[src/rtl/lsu_mem_ctrl.sv]
// Load/store unit between the MEM stage and a word-wide data memory (RV32I LB/LH/LW/LBU/LHU/SB/SH/SW).
// Optional feature: `define MISALIGNED_SPLIT_EN to split misaligned accesses across two words.
module lsu_mem_ctrl #(
    parameter int ADDR_WIDTH = 32,
    parameter int DATA_WIDTH = 32
) (
    input  logic                  clk,
    input  logic                  rst_n,
    input  logic                  req_valid,
    input  logic                  req_read,
    input  logic                  req_write,
    input  logic [2:0]            funct3,
    input  logic [ADDR_WIDTH-1:0] addr,
    input  logic [DATA_WIDTH-1:0] store_data,
    output logic [DATA_WIDTH-1:0] load_data,
    output logic                  load_valid,
    output logic                  stall,
    output logic                  misaligned,
    output logic                  dmem_we,
    output logic [ADDR_WIDTH-3:0] dmem_addr,
    output logic [DATA_WIDTH-1:0] dmem_wdata,
    input  logic [DATA_WIDTH-1:0] dmem_rdata
);
    localparam int WORD_W = ADDR_WIDTH - 2;

`ifdef MISALIGNED_SPLIT_EN
    typedef enum logic [2:0] {IDLE, RMW_WR, SPL_WR0, SPL_RD1, SPL_WR1} state_t;
`else
    typedef enum logic [2:0] {IDLE, RMW_WR} state_t;
`endif

    function automatic logic [31:0] extend(input logic [31:0] raw, input logic [2:0] f3);
        logic signed [7:0]  sb;
        logic signed [15:0] sh16;
        logic [31:0]        r;
        sb   = raw[7:0];
        sh16 = raw[15:0];
        case (f3)
            3'b000:  r = 32'(sb);
            3'b001:  r = 32'(sh16);
            3'b100:  r = {24'd0, raw[7:0]};
            3'b101:  r = {16'd0, raw[15:0]};
            default: r = raw;
        endcase
        return r;
    endfunction

    function automatic logic [31:0] merge(input logic [31:0] old, input logic [31:0] d,
                                          input logic [3:0] m);
        logic [31:0] r;
        for (int i = 0; i < 4; i++) r[8*i +: 8] = m[i] ? d[8*i +: 8] : old[8*i +: 8];
        return r;
    endfunction

    function automatic logic [3:0] size_mask(input logic [1:0] sz);
        return (sz == 2'b00) ? 4'b0001 : (sz == 2'b01) ? 4'b0011 : 4'b1111;
    endfunction

    state_t            state, state_n;
    logic [WORD_W-1:0] waddr, waddr_n;
    logic [31:0]       mbuf, mbuf_n;
`ifdef MISALIGNED_SPLIT_EN
    logic [31:0]       lo_word, lo_word_n, sdata_l, sdata_l_n;
    logic [1:0]        off_l, off_l_n;
    logic [2:0]        f3_l, f3_l_n;
    logic              is_st_l, is_st_l_n;
    logic [4:0]        sh_l;
`endif

    logic [1:0] off;
    logic [4:0] sh;
    logic [3:0] m4;
    logic       ld_ok, st_ok, acc, mis_al;

    always_comb begin
        off    = addr[1:0];
        sh     = {off, 3'b000};
        m4     = size_mask(funct3[1:0]);
        ld_ok  = funct3 inside {3'b000, 3'b001, 3'b010, 3'b100, 3'b101};
        st_ok  = funct3 inside {3'b000, 3'b001, 3'b010};
        // a store wins over a load when both are flagged
        acc    = req_valid && (req_write ? st_ok : (req_read && ld_ok));
        mis_al = (funct3[1:0] == 2'b10 && off != 2'b00) || (funct3[1:0] == 2'b01 && off[0]);
    end

    always_comb begin
        state_n    = state;
        waddr_n    = waddr;
        mbuf_n     = mbuf;
        stall      = 1'b0;
        dmem_we    = 1'b0;
        dmem_addr  = addr[ADDR_WIDTH-1:2];
        dmem_wdata = store_data;
        load_data  = '0;
        load_valid = 1'b0;
        misaligned = 1'b0;
`ifdef MISALIGNED_SPLIT_EN
        lo_word_n  = lo_word;
        sdata_l_n  = sdata_l;
        off_l_n    = off_l;
        f3_l_n     = f3_l;
        is_st_l_n  = is_st_l;
        sh_l       = {off_l, 3'b000};
`endif
        case (state)
            IDLE: begin
                if (acc) begin
                    if (mis_al) begin
`ifdef MISALIGNED_SPLIT_EN
                        // this cycle is the first read of word W
                        stall     = 1'b1;
                        waddr_n   = addr[ADDR_WIDTH-1:2];
                        off_l_n   = off;
                        f3_l_n    = funct3;
                        sdata_l_n = store_data;
                        is_st_l_n = req_write;
                        if (req_write) begin
                            mbuf_n  = merge(dmem_rdata, store_data << sh, m4 << off);
                            state_n = SPL_WR0;
                        end else begin
                            lo_word_n = dmem_rdata;
                            state_n   = SPL_RD1;
                        end
`else
                        misaligned = 1'b1;
`endif
                    end else if (req_write) begin
                        if (funct3[1:0] == 2'b10) begin
                            dmem_we = 1'b1;
                        end else begin
                            stall   = 1'b1;
                            waddr_n = addr[ADDR_WIDTH-1:2];
                            mbuf_n  = merge(dmem_rdata, store_data << sh, m4 << off);
                            state_n = RMW_WR;
                        end
                    end else begin
                        load_valid = 1'b1;
                        load_data  = extend(dmem_rdata >> sh, funct3);
                    end
                end
            end
            RMW_WR: begin
                dmem_we    = 1'b1;
                dmem_addr  = waddr;
                dmem_wdata = mbuf;
                state_n    = IDLE;
            end
`ifdef MISALIGNED_SPLIT_EN
            SPL_WR0: begin
                stall      = 1'b1;
                dmem_we    = 1'b1;
                dmem_addr  = waddr;
                dmem_wdata = mbuf;
                state_n    = SPL_RD1;
            end
            SPL_RD1: begin
                dmem_addr = waddr + 1'b1;
                if (is_st_l) begin
                    stall   = 1'b1;
                    mbuf_n  = merge(dmem_rdata, sdata_l >> (6'd32 - {1'b0, sh_l}),
                                    size_mask(f3_l[1:0]) >> (3'd4 - {1'b0, off_l}));
                    state_n = SPL_WR1;
                end else begin
                    load_valid = 1'b1;
                    load_data  = extend((lo_word >> sh_l) | (dmem_rdata << (6'd32 - {1'b0, sh_l})),
                                        f3_l);
                    state_n    = IDLE;
                end
            end
            SPL_WR1: begin
                dmem_we    = 1'b1;
                dmem_addr  = waddr + 1'b1;
                dmem_wdata = mbuf;
                state_n    = IDLE;
            end
`endif
            default: state_n = IDLE;
        endcase
    end

    always_ff @(posedge clk or negedge rst_n) begin
        if (!rst_n) begin
            state   <= IDLE;
            waddr   <= '0;
            mbuf    <= '0;
`ifdef MISALIGNED_SPLIT_EN
            lo_word <= '0;
            sdata_l <= '0;
            off_l   <= '0;
            f3_l    <= '0;
            is_st_l <= 1'b0;
`endif
        end else begin
            state   <= state_n;
            waddr   <= waddr_n;
            mbuf    <= mbuf_n;
`ifdef MISALIGNED_SPLIT_EN
            lo_word <= lo_word_n;
            sdata_l <= sdata_l_n;
            off_l   <= off_l_n;
            f3_l    <= f3_l_n;
            is_st_l <= is_st_l_n;
`endif
        end
    end

endmodule
[config.mk]
export PLATFORM = sky130hd
export DESIGN_NAME = lsu_mem_ctrl
export DESIGN_NICKNAME = d
export VERILOG_FILES = /design/src/rtl/lsu_mem_ctrl.sv
export SDC_FILE = /design/constraint.sdc
export NUM_CORES = 1
export LEC_CHECK = 0
export ABC_CLOCK_PERIOD_IN_PS = 6100
export CORE_MARGIN = 3
export CORE_UTILIZATION = 40
export CTS_CLUSTER_DIAMETER = 60
export CTS_CLUSTER_SIZE = 28
export DETAILED_ROUTE_END_ITERATION = 8
export GPL_TIMING_DRIVEN = 0
export MAX_ROUTING_LAYER = met4
export PLACE_DENSITY_LB_ADDON = 0.08
export SYNTH_ARGS = -nofsm -noshare
export SYNTH_HDL_FRONTEND = slang
export SYNTH_SLANG_ARGS = --single-unit
[constraint.sdc]
create_clock -name clk -period 6.1 [get_ports clk]
set_input_delay 1.22 -clock clk [delete_from_list [all_inputs] [get_ports clk]]
set_output_delay 1.22 -clock clk [all_outputs]
set_load 0.03 [all_outputs]
; Word level (Yosys, flattened, before mapping)
; Index checks and enable logic that the tools add are counted.
; Widths: inputs -> output; s select.
[classes]
bitwise_logic = 2
muxes = 36
n_shift = 3
n_reduce_logical = 13
eq_ne = 11
[op_table]
columns = op, count
row1 = $mux 32, 5
row2 = $pmux 32 s4, 1
row3 = $mux 8, 4
row4 = $shl 32x5->32, 1
row5 = $shr 32x5->32, 1
row6 = $mux 30, 1
row7 = $mux 1, 17
row8 = $mux 3, 5
row9 = $mux 4, 2
row10 = $ne 2x2->1 const B, 4
row11 = $eq 3x1->1 const B, 2
row12 = $eq 3x3->1 const B, 2
row13 = $logic_not 3->1, 2
row14 = $reduce_and 5->1, 1
row15 = $reduce_bool 5->1, 1
row16 = $logic_and 1x1->1, 4
row17 = $reduce_and 4->1, 1
row18 = $shl 4x2->4, 1
row19 = $eq 3x2->1 const B, 1
row20 = $reduce_bool 3->1, 1
row21 = $eq 2x1->1 const B, 1
row22 = $eq 2x2->1 const B, 1
row23 = $logic_not 2->1, 1
row24 = $not 1->1, 2
row25 = other kinds (3), 3
[totals]
ff_bits = 65
out_inout_bits = 98

; Logic depth before layout (Yosys ltp)
; Gate-level depths: netlist of run 1.
[logic_depth]
word_depth = 7
depth_mapped = 8
depth_no_buf = 5

; Least setup slack after synthesis of run 1
; No wires, ideal clock.
[synth_path]
path_type = input port to output port
start = input port funct3[0]
end = output port load_data[26]
path_slack_ps = 1982
cell_stages = 6
t_arrival_ps = 2898
path_buffers = 2
path_cell_list = buf_2 > xor2_1 > a22oi_1 > nand3_1 > buf_2 > a211oi_1
[synth_between]
elab_chain_cells = 7
word_cells_on_any_way = 20
classes_between = eq/ne (6) / mux (6) / reduce/logical (8)
[synth_lines]
columns = element, line
row1 = from (decl), 12  ; input logic [2:0] funct3,
row2 = $eq 3x1->1 (tied with other cells), "38, 79, 80"
row3 = $reduce_bool 5->1, 79  ; ld_ok = funct3 inside {3'b000, 3'b001, 3'b010, 3'b100, 3'b101};
row4 = $logic_and 1x1->1, 82  ; acc = req_valid && (req_write ? st_ok : (req_read && ld_ok));
row5 = $mux 1, 82
row6 = $logic_and 1x1->1, 82
row7 = $mux 32 (*), 107  ; if (acc) begin
row8 = $mux 32 (*), 105  ; case (state)
row9 = to (decl), 15  ; output logic [DATA_WIDTH-1:0] load_data,
; Every way passes the cells marked *; elsewhere a longest branch is shown, timed or not.

; Worst setup path in the final report of run 1
[layout_path]
start = input port funct3[1]
end = output port load_data[4]
[layout_between]
elab_chain_cells = 7
word_cells_on_any_way = 18
classes_between = eq/ne (6) / mux (4) / reduce/logical (8)
[layout_lines]
columns = element, line
row1 = $eq 3x1->1 (tied with other cells), "79, 80"
row2 = $reduce_bool 5->1, 79
row3 = $logic_and 1x1->1, 82
row4 = $mux 1, 82
row5 = $logic_and 1x1->1, 82
row6 = $mux 32 (*), 107
row7 = $mux 32 (*), 105
; Marks and branches as above.

==> results of run 1 <==
-- sequential cells by signal, summed over array words and instances, names as in the netlist --
name and flops:
state 1, waddr 30, mbuf 32
-- through the flow --
step | power [µW] | utilization, % | cells | setup WS (ps)
detailed placement | 1024 | 60.13 | 886 | 1052
global route | 1578 | 62.53 | 902 | 915.8
finish | 1500 | 62.53 | 902 | 975.9
floorplan | 816.5 | - | 545 | 1982
global placement | 1011 | 60.15 | 886 | 1069
CTS | 1507 | 62.53 | 902 | 1049
-- metal layers --
| metal | track usage, % | up-vias | part of all wire [%] |
|---|---|---|---|
| met5 | - | - | 0 |
| met4 | 12.36 | 0 | 3.7 |
| met3 | 6.211 | 41 | 7.7 |
| met2 | 44.60 | 240 | 46 |
| met1 | 37.17 | 2403 | 43 |
| li1 | - | 2331 | - |
-- cell families (layout without fill, tap and decap cells) --
family,count (synthesis),count (layout)
compound gates,112,112
xor+xnor,1,1
buf+inv,52,266
flops,63,63
mux,131,131
simple gates,186,186
-- worst max path at each step --
stage                                to  cells after the start  slack, ps
after global placement     load_data[4]                      7       1070
after global routing       load_data[4]                      7        920
after CTS                  load_data[5]                      7       1050
after floorplan           load_data[26]                      6       1980
final                      load_data[4]                      7        980
after detailed placement   load_data[4]                      7       1050
-- where the power goes --
group | switching, µW | leakage (µW) | internal, µW
clock network | 194 | 0.000132 | 285
logic | 250 | 0.00213 | 216
registers | 46.0 | 0.000787 | 508
-- final cells by class --
class                   count  area share (%)
inverters                   5          0.2606
well taps                 143           2.485
repair buffers            198           27.49
multi-input cells         430           40.66
flip-flops and latches     63           21.89
clock inverters             5          0.4692
plain buffers              47           3.371
clock buffers              11           3.371
-- synthesized netlist by cell type --
master | instances | area [µm²]
and2_1 | 6 | 37.54
nor2_2 | 1 | 6.260
o21a_1 | 10 | 75.07
clkbuf_1 | 19 | 71.32
o21ai_0 | 32 | 160.2
a31oi_1 | 1 | 6.260
nand2b_1 | 1 | 6.260
nand3_1 | 2 | 10.01
o2bb2ai_1 | 9 | 78.83
a22oi_1 | 1 | 7.510
inv_2 | 1 | 3.750
buf_4 | 6 | 45.04
buf_6 | 3 | 33.78
inv_1 | 4 | 15.01
dfrtp_1 | 63 | 1577
or2_2 | 2 | 12.51
o211ai_1 | 8 | 60.06
nand4_1 | 1 | 6.260
buf_1 | 2 | 7.510
nor2b_1 | 11 | 68.82
o21bai_1 | 1 | 7.510
mux2i_1 | 60 | 600.6
and3_1 | 1 | 6.260
a211oi_1 | 22 | 165.2
or3_1 | 1 | 6.260
mux2_2 | 71 | 799.5
xor2_1 | 1 | 8.760
a21oi_1 | 17 | 85.08
a21oi_2 | 8 | 70.07
nor3_1 | 8 | 40.04
o22ai_1 | 1 | 6.260
buf_2 | 17 | 85.08
nand2_1 | 135 | 506.7
nor2_1 | 17 | 63.81
a41oi_2 | 1 | 16.27
a41o_1 | 1 | 10.01
-- placed cells by master, fill, tap and decap left out, drive strengths merged --
cell type / instances
nand4: 1
a41o: 1
buf: 29
o21ai: 32
a211oi: 22
nor2: 18
o21a: 10
or2: 2
clkinvlp: 2
nor3: 8
o2bb2ai: 9
clkbuf: 30
mux2i: 60
clkinv: 3
and3: 1
mux2: 71
o211ai: 8
nand2b: 1
inv: 5
nand2: 135
dfrtp: 63
a31oi: 1
a41oi: 1
a21oi: 25
a22oi: 1
o21bai: 1
clkdlybuf4s50: 197
and2: 6
nor2b: 11
xor2: 1
nand3: 2
o22ai: 1
or3: 1
-- worst max-delay path: cells and delay by family --
family                 cells  cell delay, ps
buffers and inverters      3            1560
AND/OR/NAND/NOR            2             490
AO/OA/AOI/OAI              2             640
==> metrics.yaml, run 1 <==
yosys.area_share.simple_pct: 16.17
cp_slowest_cell: "clkdlybuf4s50_1"
overflow: 0
antenna_found_initial: 0
syn-instance-count: 545
rr_worst_depth: 6
multi_input_area_um2: 2928
worstMarginPinSlew_ps: 849.7
holdCritStartpoint: "waddr[25]"
synth_compound_area_share_pct: 15.70
nNetsFinal: 858
synth_area_per_cell_um2: 8.745
finalSetupTns_ps: 0
wl_per_cell_um: 20.58
hold_buffers: 0
fin_area_um2: 7201
path_common_cell: "clkdlybuf4s50_1"
hp-class: "register to register"
crit_required_ps: 4880
clk_pin_slew_ps: 50
num_rows: 39
max-cap-violations: 0
grt_pass1_vias: 5192
p_leak_uw: 0.003046
cts_inserted_buffers: 9
min_delay_path_depth: 2
ioPinCount: 202
synth_area_um2: 4766
yosysWarnings: 0
synthMuxAreaShare_pct: 29.38
clk_path_buf_depth: 2
die_area_um2: 13260
drive_above_1_share_pct: 16.60
insertedDiodeCount: 0
drt-pass1-iter-count: 5
wl_um: 18560
synth_fp_nets: 649
max_slew_margin_pct: 43.35
post-route-period-util_pct: 84.00
cts_root_buf: "clkbuf_16"
r2r-end: "mbuf[21]"
critical_path.startpoint: "funct3[1]"
finalSetupViolCount: 0
synth_cell_types: 36
worst_setup_path_end_kind: "primary output"
htreeDepth: 3
max_freq_mhz: 195.2
cts-resized-gates: 0
path_max_fanout: 10
io_buffers: 198
post-cts-setup-buffer-count: 0
dp_hpwl_um: 14090
grt_max_degree: 64
cts_sinks: 63
max-vdd-ir-drop_mv: 0.1677
power.density_nw_per_um2: 208.3
slew_violations: 0
die_w_um: 115.2
cp_slowest_stage_delay_ps: 750
grt_pass1_wl_um: 28510
whs_ps: 469.0
hold_path_end: "waddr[25]"
seq_area_um2: 1577
die_y_um: 115.2
worst_setup_path_start_kind: "primary input"
finClkSkew_ps: 4.681
clkLatencyLatePin_ps: 340
synth_xor_area_share_pct: 0.1838
regToRegSetupSlack_ps: 3990
crit_path_cell_trace: "clkdlybuf4s50_1 > nor2b_1 > a22oi_1 > nand3_1 > buf_2 > a211oi_1 > clkdlybuf4s50_1"
rsz0062_at_grt: "false"
fin_crit_ps: 5124
hold_viol: 0
coreArea_um2: 11520
yosysSeqAreaShare_pct: 33.08
tritoncts: "built"
ys_seq_elements: 63
final_antenna_net_count: 0
outcome: "finished, final reports clean"
track_usage_pct: 29.09
cp.arrival_ps: 3900
critPathKind: "primary input to primary output"
dr.first_iter.drc_count: 377
drc: 0
area_growth_pct: 51.09
initial_core_util_pct: 41.38
dr_total_vias: 5015
synth-adder-area-share_pct: 0
nFillCells: 981
vias_per_cell: 5.560
gp_routability_congestion: 0.9466
dpl_cell_area_um2: 6924
r2r_start: "state[0]"
synth_top_family_by_area: "multiplexers"
(Power assumes the default switching activity.)
==> inputs of run 2 (changes only) <==
ABC_CLOCK_PERIOD_IN_PS = 4300   (was 6100)
CORE_UTILIZATION = 39   (was 40)
clock period = 4.3 ns   (was 6.1 ns; I/O delays follow)
==> run 2 against run 1 <==
  * Global-route usage decreased by 0.63 points
  * Worst hold slack gained 2.2 ps
  * Utilization is 0.48 points lower
  * Flip-flop and latch count unchanged
  * Critical path type unchanged
  * Power increased by 42%
  * Via count shrank 0.44%
  * Critical path depth unchanged
==> metrics.yaml, run 2 (synthesis results as in run 1) <==
cp_slowest_cell: "clkdlybuf4s50_1"
hp-class: "register to register"
multi_input_area_um2: 2928
whs_ps: 471.2
clk_pin_slew_ps: 60
hold_buffers: 0
regToRegSetupSlack_ps: 2310
power_frac_seq_pct: 36.9
power.density_nw_per_um2: 295.2
coreArea_um2: 11660
wl_um: 18850
gp_routability_congestion: 0.9293
place_ws_ps: 6.529
path_max_fanout: 10
vias_per_cell: 5.535
clkLatencyLatePin_ps: 330
layout_commonest_cell: "clkdlybuf4s50_1"
p_leak_uw: 0.003354
nNetsFinal: 858
outcome: "finished, final reports clean"
cts_inserted_buffers: 9
layout_common_cells: "clkdlybuf4s50_1 (179), nand2_1 (135), mux2_2 (71)"
cp_slowest_stage_delay_ps: 710
r2r-end: "mbuf[11]"
internal_power_uw: 1420
io_buffers: 198
max_slew_margin_pct: 43.77
drc: 0
drive_above_1_share_pct: 16.60
r2r_start: "state[0]"
dr_total_vias: 4993
clkPwrFrac_pct: 32.1
switching_power_uw: 716.0
grt_max_degree: 64
final_core_util_pct: 62.04
insertedDiodeCount: 0
initial_core_util_pct: 40.86
critPathKind: "primary input to primary output"
rsz0062_at_grt: "false"
top_regs: "mbuf x32, waddr x30, state x1"
top_register: "mbuf"
overflow: 0
setup_slack_ps: 102.9
drt-pass1-iter-count: 4
htreeDepth: 3
post-route-period-util_pct: 97.61
max-cap-violations: 0
holdCritStartpoint: "waddr[24]"
cp.arrival_ps: 3340
clk_path_buf_depth: 2
finClkSkew_ps: 4.969
worstMarginPinSlew_ps: 843.4
track_usage_pct: 28.46
num_rows: 39
largest_reg_flops: 32
tritoncts: "built"
path_common_cell: "clkdlybuf4s50_1"
die_area_um2: 13580
p_sw_share_pct: 33.52
worst_setup_path_start_kind: "primary input"
grt_pass1_vias: 5153
final_antenna_net_count: 0
pwr-share-comb_pct: 30.9
wl_per_cell_um: 20.90
die_w_um: 116.5
max_freq_mhz: 238.3
ioPinCount: 202
hold_viol: 0
rr_worst_depth: 5
min_delay_path_depth: 2
cts_root_buf: "clkbuf_16"
dr.first_iter.drc_count: 405
seq_area_um2: 1577
max-vdd-ir-drop_mv: 0.2191
die_y_um: 116.5
slew_violations: 0
crit_path_cell_trace: "clkdlybuf4s50_1 > nor2b_1 > a22oi_1 > nand3_1 > buf_2 > nor3_1 > clkdlybuf4s50_1"
finalSetupViolCount: 0
worst_setup_path_end_kind: "primary output"
hold_path_end: "waddr[24]"
finalNonFillerCells: 902
cts_sinks: 63
grt_pass1_wl_um: 28680
placedCellCount: 886
finalSetupTns_ps: 0
crit_required_ps: 3440
nFillCells: 1041
antenna_found_initial: 0
fin_crit_ps: 4197
critical_path.startpoint: "funct3[1]"
dp_hpwl_um: 14300
area_growth_pct: 51.82
## run 2: cell count changes in the layout (fill, tap and decap cells not counted)
| cell | before | now |
|---|---|---|
| clkbuf_8 | 1 | 0 |
| inv_6 | 0 | 1 |
| clkdlybuf4s50_1 | 197 | 179 |
| dlygate4sd2_1 | 0 | 2 |
| dlymetal6s2s_1 | 0 | 16 |
| clkinvlp_4 | 2 | 0 |
| clkinv_4 | 1 | 3 |
## run 2: final cells by class
type | instances | area share [%]
multi-input combinational | 430 | 40.46
timing repair buffer | 198 | 27.87
sequential | 63 | 21.79
buffer | 47 | 3.355
clock buffer | 10 | 3.164
tap | 143 | 2.473
clock inverter | 6 | 0.6225
inverter | 5 | 0.2594
## run 2: worst max-delay path by stage
stage	cells after the start	end
finish	7	load_data[23]
global route	7	load_data[23]
CTS	7	load_data[0]
detailed placement	7	load_data[6]
global placement	7	load_data[6]
floorplan	6	load_data[26]
## run 2: routing by layer
metal,GRT usage (%),up-vias,wire [µm]
met5,-,-,0
met2,45.65,224,8958
met4,8.639,0,359
met1,36.26,2412,7977
li1,-,2331,-
met3,6.010,26,1552
## run 2: power by group through the flow
stage | clock network (µW) | registers, µW | logic [µW]
final | 687 | 789 | 661
after global routing | 725 | 807 | 715
after CTS | 694 | 787 | 661
after detailed placement | 0 | 795 | 658
after global placement | 0 | 790 | 646
after floorplan | 0 | 773 | 386
## run 2: through the flow
step / cell area, µm² / total power, µW
detailed placement: 6924 / 1453
finish: 7236 / 2136
floorplan: 4766 / 1158
global route: 7236 / 2247
CTS: 7196 / 2141
global placement: 6927 / 1436
## run 2: timing repair
item,4_1_cts,5_1_grt
setup buffers,0,0
endpoints found under the setup margin,2,16
hold endpoints to repair,0,0
gates resized for setup,2,16
## run 2: worst max-delay path, delay by kind of cell
kind | cells | cell delay, ps
buf+inv | 3 | 1480
simple gates | 3 | 700
compound gates | 1 | 290
